## src/rtl/mdp_pcm_sched.sv

```systemverilog
// PCM ring-buffer sequencer: sector refill requests, fill-level tracking, play/underrun control.
// Optional low-watermark interrupt built when MDP_PCM_SCHED_LOWIRQ_EN is defined.
module mdp_pcm_sched #(
   parameter int BUF_AW     = 13,
   parameter int SECT_BYTES = 2352,
   parameter int PRIME_SECT = 2,
   parameter int LOW_WM     = 2352
) (
   input  logic              clk,
   input  logic              rst,
   input  logic              start,
   input  logic              stop,
   input  logic              loop_en,
   input  logic [15:0]       sect_total,
   input  logic              pcm_we,
   input  logic              smp_rd,
   output logic              fill_req,
   input  logic              fill_ack,
   output logic              pcm_play,
   output logic              pcm_addr_rst,
   output logic              busy,
   output logic              done,
   output logic              underrun,
   output logic              low_irq,
   output logic [BUF_AW:0]   level
);

   localparam int LW = BUF_AW + 1;
   localparam logic [BUF_AW:0] CAP_L    = LW'(2 ** BUF_AW);
   localparam logic [BUF_AW:0] SECT_L   = LW'(SECT_BYTES);
   localparam logic [BUF_AW:0] RESUME_L = LW'(PRIME_SECT * SECT_BYTES);
   localparam logic [BUF_AW:0] SMP_L    = LW'(4);
   localparam logic [7:0]      PRIME_L  = 8'(PRIME_SECT);

   typedef enum logic [2:0] {
      S_IDLE,
      S_PRIME,
      S_PLAY,
      S_UNDERRUN,
      S_DRAIN
   } state_t;

   state_t            state_q, state_d;
   logic [BUF_AW:0]   level_q, level_d;
   logic [15:0]       sect_left_q, sect_left_d;
   logic [15:0]       sect_total_q, sect_total_d;
   logic [7:0]        ack_cnt_q, ack_cnt_d;
   logic              req_q, req_d;
   logic              underrun_q, underrun_d;
   logic              pcm_play_q, pcm_play_d;

   logic              start_ok;
   logic              ack_vld;
   logic              byte_in;
   logic              smp_out;
   logic              req_ok;
   logic [BUF_AW:0]   free;

   assign start_ok = start && (sect_total != 16'd0);
   // An ack only counts against a request that is still outstanding.
   assign ack_vld  = fill_ack && req_q;
   assign byte_in  = pcm_we && (level_q != CAP_L);
   assign smp_out  = smp_rd && pcm_play_q && (level_q >= SMP_L);
   assign free     = CAP_L - level_q;
   assign req_ok   = (state_q inside {S_PRIME, S_PLAY, S_UNDERRUN}) &&
                     (sect_left_q != 16'd0) && (free >= SECT_L);

   always_comb begin
      state_d      = state_q;
      level_d      = level_q + {{BUF_AW{1'b0}}, byte_in} - (smp_out ? SMP_L : '0);
      sect_left_d  = sect_left_q;
      sect_total_d = sect_total_q;
      ack_cnt_d    = ack_cnt_q;
      req_d        = req_q;
      underrun_d   = underrun_q;
      pcm_play_d   = (state_q == S_PLAY);

      // Dropping on the ack cycle guarantees at least one low cycle before re-raising.
      if (req_q) begin
         if (fill_ack) req_d = 1'b0;
      end else if (req_ok) begin
         req_d = 1'b1;
      end

      if (ack_vld) begin
         sect_left_d = sect_left_q - 16'd1;
         if ((sect_left_q == 16'd1) && loop_en) sect_left_d = sect_total_q;
      end

      unique case (state_q)
         S_IDLE: ;
         S_PRIME: begin
            if (ack_vld) ack_cnt_d = ack_cnt_q + 8'd1;
            if ((ack_vld && (ack_cnt_q + 8'd1 == PRIME_L)) ||
                ((sect_left_q == 16'd0) && !req_q))
               state_d = S_PLAY;
         end
         S_PLAY: begin
            if (level_q < SMP_L) begin
               if (sect_left_q != 16'd0) begin
                  state_d    = S_UNDERRUN;
                  underrun_d = 1'b1;
               end else if (!req_q) begin
                  state_d = S_DRAIN;
               end
            end
         end
         S_UNDERRUN: begin
            if ((level_q >= RESUME_L) || ((sect_left_q == 16'd0) && !req_q))
               state_d = S_PLAY;
         end
         S_DRAIN: state_d = S_IDLE;
         default: state_d = S_IDLE;
      endcase

      // Stop beats everything; a start while busy restarts from scratch.
      if (stop) begin
         state_d     = S_IDLE;
         req_d       = 1'b0;
         level_d     = '0;
         sect_left_d = 16'd0;
         ack_cnt_d   = 8'd0;
      end else if (start_ok) begin
         state_d      = S_PRIME;
         req_d        = 1'b0;
         level_d      = '0;
         sect_left_d  = sect_total;
         sect_total_d = sect_total;
         ack_cnt_d    = 8'd0;
         underrun_d   = 1'b0;
      end
   end

   always_ff @(posedge clk) begin
      if (rst) begin
         state_q      <= S_IDLE;
         level_q      <= '0;
         sect_left_q  <= 16'd0;
         sect_total_q <= 16'd0;
         ack_cnt_q    <= 8'd0;
         req_q        <= 1'b0;
         underrun_q   <= 1'b0;
         pcm_play_q   <= 1'b0;
      end else begin
         state_q      <= state_d;
         level_q      <= level_d;
         sect_left_q  <= sect_left_d;
         sect_total_q <= sect_total_d;
         ack_cnt_q    <= ack_cnt_d;
         req_q        <= req_d;
         underrun_q   <= underrun_d;
         pcm_play_q   <= pcm_play_d;
      end
   end

`ifdef MDP_PCM_SCHED_LOWIRQ_EN
   localparam logic [BUF_AW:0] LOW_L = LW'(LOW_WM);
   logic low_irq_q, low_irq_d;

   // Forced clears from stop/start are not a drain crossing.
   always_comb begin
      low_irq_d = (state_q == S_PLAY) && !stop && !start_ok &&
                  (level_q >= LOW_L) && (level_d < LOW_L);
   end

   always_ff @(posedge clk) begin
      if (rst) low_irq_q <= 1'b0;
      else     low_irq_q <= low_irq_d;
   end

   assign low_irq = low_irq_q;
`else
   // Constant false for any legal watermark; no level comparator exists in this build.
   assign low_irq = (LOW_WM < 0);
`endif

   assign fill_req     = req_q;
   assign pcm_play     = pcm_play_q;
   assign pcm_addr_rst = (state_q == S_IDLE);
   assign busy         = (state_q != S_IDLE);
   assign done         = (state_q == S_DRAIN);
   assign underrun     = underrun_q;
   assign level        = level_q;

endmodule

```

## config.mk

```make
export PLATFORM = sky130hd
export DESIGN_NAME = mdp_pcm_sched
export DESIGN_NICKNAME = d
export VERILOG_FILES = /design/src/rtl/mdp_pcm_sched.sv
export SDC_FILE = /design/constraint.sdc
export NUM_CORES = 1
export LEC_CHECK = 0
export CORE_UTILIZATION = 56
export DETAILED_ROUTE_END_ITERATION = 10
export PLACE_DENSITY = 0.81
export SYNTH_ARGS = -nofsm -noshare
export SYNTH_HDL_FRONTEND = slang
export SYNTH_SLANG_ARGS = --single-unit
```

## constraint.sdc

```tcl
create_clock -name clk -period 7.5 [get_ports clk]
set_clock_uncertainty 0.1 [all_clocks]
set_input_delay 1.125 -clock clk [delete_from_list [all_inputs] [get_ports clk]]
set_output_delay 1.125 -clock clk [all_outputs]
set_load 0.1 [all_outputs]
```

[Yosys cells after proc, flatten, opt, wreduce, memory -nomap -nowiden]
Cells that the tools add are included.
Operators by class
  $add $sub $neg: 5
  multiply operators: 0
  divide/modulo/power cells: 0
  $lt $le $gt $ge: 4
  equal/unequal tests: 16
  shifts and indexed selects: 0
  muxes and demuxes: 19
  bitwise gates (word level): 2
  reductions and logical operators: 26
Operator list (count)
  16-bit 2-to-1 mux: 3
  16-bit nonzero test: 2
  3-bit 2-to-1 mux: 6
  16-bit by 1-bit == test with 1-bit output, second input constant: 1
  16-bit zero test: 1
  16-bit by 1-bit subtractor with 16-bit output, second input constant: 1
  14-bit by 1-bit adder with 14-bit output: 1
  14-bit by 12-bit greater-or-equal comparator with 1-bit output, second input constant: 1
  14-bit by 13-bit greater-or-equal comparator with 1-bit output, second input constant: 1
  14-bit by 3-bit greater-or-equal comparator with 1-bit output, second input constant: 1
  14-bit by 3-bit less-than comparator with 1-bit output, second input constant: 1
  14-bit != test, second input constant: 1
  14-bit subtractor, first input constant: 1
  14-bit by 3-bit subtractor with 14-bit output: 1
  3-bit case mux with 4 select lines: 1
  1-bit logical AND: 10
  5-bit AND reduction: 2
  1-bit 2-to-1 mux: 9
  3-bit by 2-bit != test with 1-bit output, second input constant: 3
  8-bit by 1-bit adder with 8-bit output, second input constant: 1
  8-bit by 2-bit == test with 1-bit output, second input constant: 1
  2-bit by 1-bit != test with 1-bit output, second input constant: 4
  3-bit by 2-bit == test with 1-bit output, second input constant: 2
  3-bit nonzero test: 2
  other kinds (12): 15
Storage, ports and cells
  bits in registers: 60
  latch bits: 0
  memory bits (writable): 0
  ROM bits: 0
  input bits: 24
  output and inout bits: 21
  word-level logic and storage cells: 81
  memories: 0

[Logic depth before layout (Yosys ltp)]
  depth in word-level cells: 7
  gate-level depth with buffers: 16
  gate-level depth less buffers: 16

[Least setup slack after synthesis]
OpenSTA, ideal clock, no wires.
  path kind: register -> output
  start: reg state_q[1]
  end: out busy
  data arrival time: 3782 ps
  data required time: 6275 ps
  setup slack: 2493 ps
  cell stages (with the launch flop): 3
  path buffers: 0
  cells stage by stage: dfxtp_1 -> nor3_1 -> inv_1
On the way
  word-level cells in the longest chain between the ends: 1
Ends and longest elaborated chain
  from (decl): RTL line 43  | state_t state_q, state_d;
  from (signal assigned): RTL line 145  | state_q <= state_d;
  3-bit nonzero test: RTL line 180  | assign busy = (state_q != S_IDLE);
  to (decl): RTL line 21  | output logic busy,
No other way between the ends.

[Final worst setup path]
  start: in sect_total[11]
  end: reg sect_left_q[8]
On the way
  word-level cells in the longest chain between the ends: 3
  elaborated cells on any way between the ends: 4
  those cells by class: mux (1); reduce/logical (3)
Ends and longest elaborated chain
  from (decl): RTL line 14  | input logic [15:0] sect_total,
  16-bit nonzero test *: RTL line 59  | assign start_ok = start && (sect_total != 16'd0);
  1-bit logical AND *: RTL line 59
  16-bit 2-to-1 mux / 2-bit nonzero test (equally long branches)
  to (signal assigned): RTL line 147  | sect_left_q <= sect_left_d;
  to (decl): RTL line 45  | logic [15:0] sect_left_q, sect_left_d;
Mark *: on every way between the ends. The rest lies on a longest branch, timed or not.
A chain may end at the register's enable or synchronous reset.

==> run metrics <==
status=finished clean; synth unique cells=64; CP endpoint kind=flip-flop; Num CTS Buffers=9; placed wire-length estimate=6.92 mm; initial detailed-routing violation count=227; die height=86.1 um; Area contributors post-synth=dfxtp_1, ha_1, nand2_1; antenna diode count=0; PortBufs=43; WP data required=7.68 ns; die width=86.1 um; Tmin final=3.69 ns; area share of the largest cell type after synthesis=30.3%; Hold-fix buffers, CTS=0; Max Freq=0.271 GHz; row cnt=30; Setup crit start kind=input port; total track usage=27.1%; mux contribution to synthesized area=0.537%; CP arrival=3.87 ns; Cell Area, Synth=3960 um^2; Seq pwr share=44.3%; final slew viol count=0; clk root buf=clkbuf_8; Slew HR=34.6%; CP most frequent cell=nand2_1; Bufs on Longest Clock Path=2; Post-Route Setup TNS=0 ns; post-CTS setup buffers=0; Simple-Gate Fraction of Synth Area=25.5%; RePlAce Congestion=0.942; fillers=578; predominant post-synthesis flop cell=dfxtp_1; Syn Inst Count=507; Clk Latency, worst-skew pair=0.34 ns; Core Area=6830 um^2; setup ws final=3.81 ns; sequential share of the synthesized area=30.3%; Max Cap Violations=0; Sw Share=28.1%; Power Internal=0.544 mW; Setup CP Type=input port to flip-flop; worst r2r path cells=16; antenna violations before repair=0; DRC violations left=0; via count=3708; leading area contributor after synthesis=dfxtp_1; layout cell share with drive strength beyond 1=7.13%; CP top delay family=simple AND/OR/NAND/NOR gates; DR WL/cell=14.8 um; Psw=0.212 mW; io pins=45; DRT Pass-1 Iters=5; Final Hold Viols=0; Slowest cell on crit path=nor4_1; Layout Nets=606; DIE AREA=7410 um^2; Post-CTS Resized=0; largest net degree at the start of global routing=29; Pleak=1.77 nW; first-pass GRT wire length=16.0 mm; pre-CTS WS=3.57 ns; grt total ovfl=0; RSZ-0062 raised after global routing=false; Adder-Cell Fraction of Synth Area=12.3%; vias per cell=5.77; Clock Sinks=60; Initial Utilization=58.0%; Post-DRT Antenna Nets=0; xor/xnor share of the synthesized area=6.41%; Avg Cell Area, Syn=7.81 um^2; Clock Power Share=39.5%; Slowest Stage Delay on Critical Path=0.56 ns; Total Routed Length=9.50 mm; Synth Area in Compound Gates=19.0%; pwr dens=164 nW/um^2; FFs w/ async S/R, synth=0%; commonest cells in the netlist=nand2_1, dfxtp_1, nor2_1; CTS tree=done; Hold/Removal Path Class=flip-flop to flip-flop; EDFF count, synth=0; Net Count, Synth=570; CP Cell Sequence=clkdlybuf4s50_1, nor4_1, nand4_1, nand2_1, nand2_1, buf_4, a211oi_1, a21o_1; Final Cycle Share=49.2%; most common cell in the synthesized netlist=nand2_1; vias in the first global route=3410; CTS HTree Levels=3; Max FO, Critical Path=20; number of synthesized register bits=60; Yosys warnings=0; highest ir drop seen on vdd=0.110 mV; instance count on the critical path=8; clk slew on worst S/H paths=0.07 ns; area grow syn2layout=16.7%; main combinational cell family by area after synthesis=simple AND/OR/NAND/NOR gates; WP buf/inv=2; Tightest Pin Transition=0.978 ns; final setup violation count=0; Combinational Power Share=16.2%; hold path cells=2
## power groups by stage
stage | clock network, mW | registers (mW) | logic [mW]
after floorplan | 0 | 0.348 | 0.0803
after global placement | 0 | 0.342 | 0.118
after detailed placement | 0 | 0.342 | 0.121
after CTS | 0.305 | 0.335 | 0.122
after global routing | 0.321 | 0.336 | 0.134
final | 0.299 | 0.335 | 0.123
## worst reg2reg max path, cell delays in order, from the launching register on
cell      delay (ns)
dfxtp_1         0.44
inv_1           0.14
ha_1            0.21
nand2_1         0.07
a21oi_1         0.06
a22oi_1         0.39
nand3_1         0.13
ha_1            0.34
inv_1           0.05
ha_1            0.17
a211o_1         0.33
a211oi_2        0.29
a21oi_1         0.15
o31ai_1         0.32
a31oi_1         0.15
xor2_1          0.15
nor2_1          0.05
## final timing paths
kind / end / from / slack [ns]
setup / recovery: sect_left_q[8] / sect_total[11] / 3.81
hold / removal: sect_total_q[3] / sect_total_q[3] / 0.36
setup reg to reg: level[13] / level[4] / 3.82
hold reg to reg: sect_total_q[3] / sect_total_q[3] / 0.36
## cell usage in the layout (no fill, tap or decap), drive strengths merged, types with 18 or more instances in the layout
cell | Yosys | routed
nand2 | 76 | 76
dfxtp | 60 | 60
nor2 | 53 | 53
a21oi | 45 | 45
clkdlybuf4s50 | 0 | 43
ha | 39 | 39
inv | 34 | 34
xnor2 | 21 | 21
o21ai | 20 | 20
nand3 | 18 | 18
## flip-flops by register name (all words and copies together) (netlist names)
name          cells
ack_cnt_q         8
fill_req          1
level            14
pcm_play          1
sect_left_q      16
sect_total_q     16
state_q           3
underrun          1
## per-stage QoR
stage	hold WS, ns	area [um^2]	total power, mW	util, %	std cells
finish	0.357	4620	0.757	67.7	643
global route	0.376	4620	0.791	67.7	643
CTS	0.361	4620	0.762	67.7	643
detailed placement	0.351	4420	0.463	64.7	628
global placement	0.343	4420	0.460	64.7	628
floorplan	0.333	3960	0.428	-	507
## routing by layer
| layer | part of all wire, % | GRT usage (%) |
|---|---|---|
| met1 | 47 | 36.4 |
| met2 | 46 | 43.4 |
| met3 | 5.4 | 5.49 |
| met4 | 1.4 | 9.39 |
| met5 | 0 | 0 |
## final cells by class
cell class | count | area [um^2] | area share [%]
Sequential cell | 60 | 1200 | 26.0
Inverter | 34 | 128 | 2.76
Timing Repair Buffer | 45 | 445 | 9.63
Clock buffer | 11 | 151 | 3.27
Multi-Input combinational cell | 393 | 2530 | 54.7
Clock inverter | 4 | 48.8 | 1.06
Tap cell | 96 | 120 | 2.60
## cells by family (layout without fill, tap and decap cells)
kind of cell / count (synthesis) / in the layout
AO/OA/AOI/OAI: 118 / 118
XOR/XNOR: 29 / 29
adder cells (fa/ha/maj): 39 / 39
buffers and inverters: 54 / 94
flip-flops: 60 / 60
multiplexers: 2 / 2
other: 1 / 1
AND/OR/NAND/NOR: 204 / 204
No activity file was read; power rests on OpenSTA's default activity.
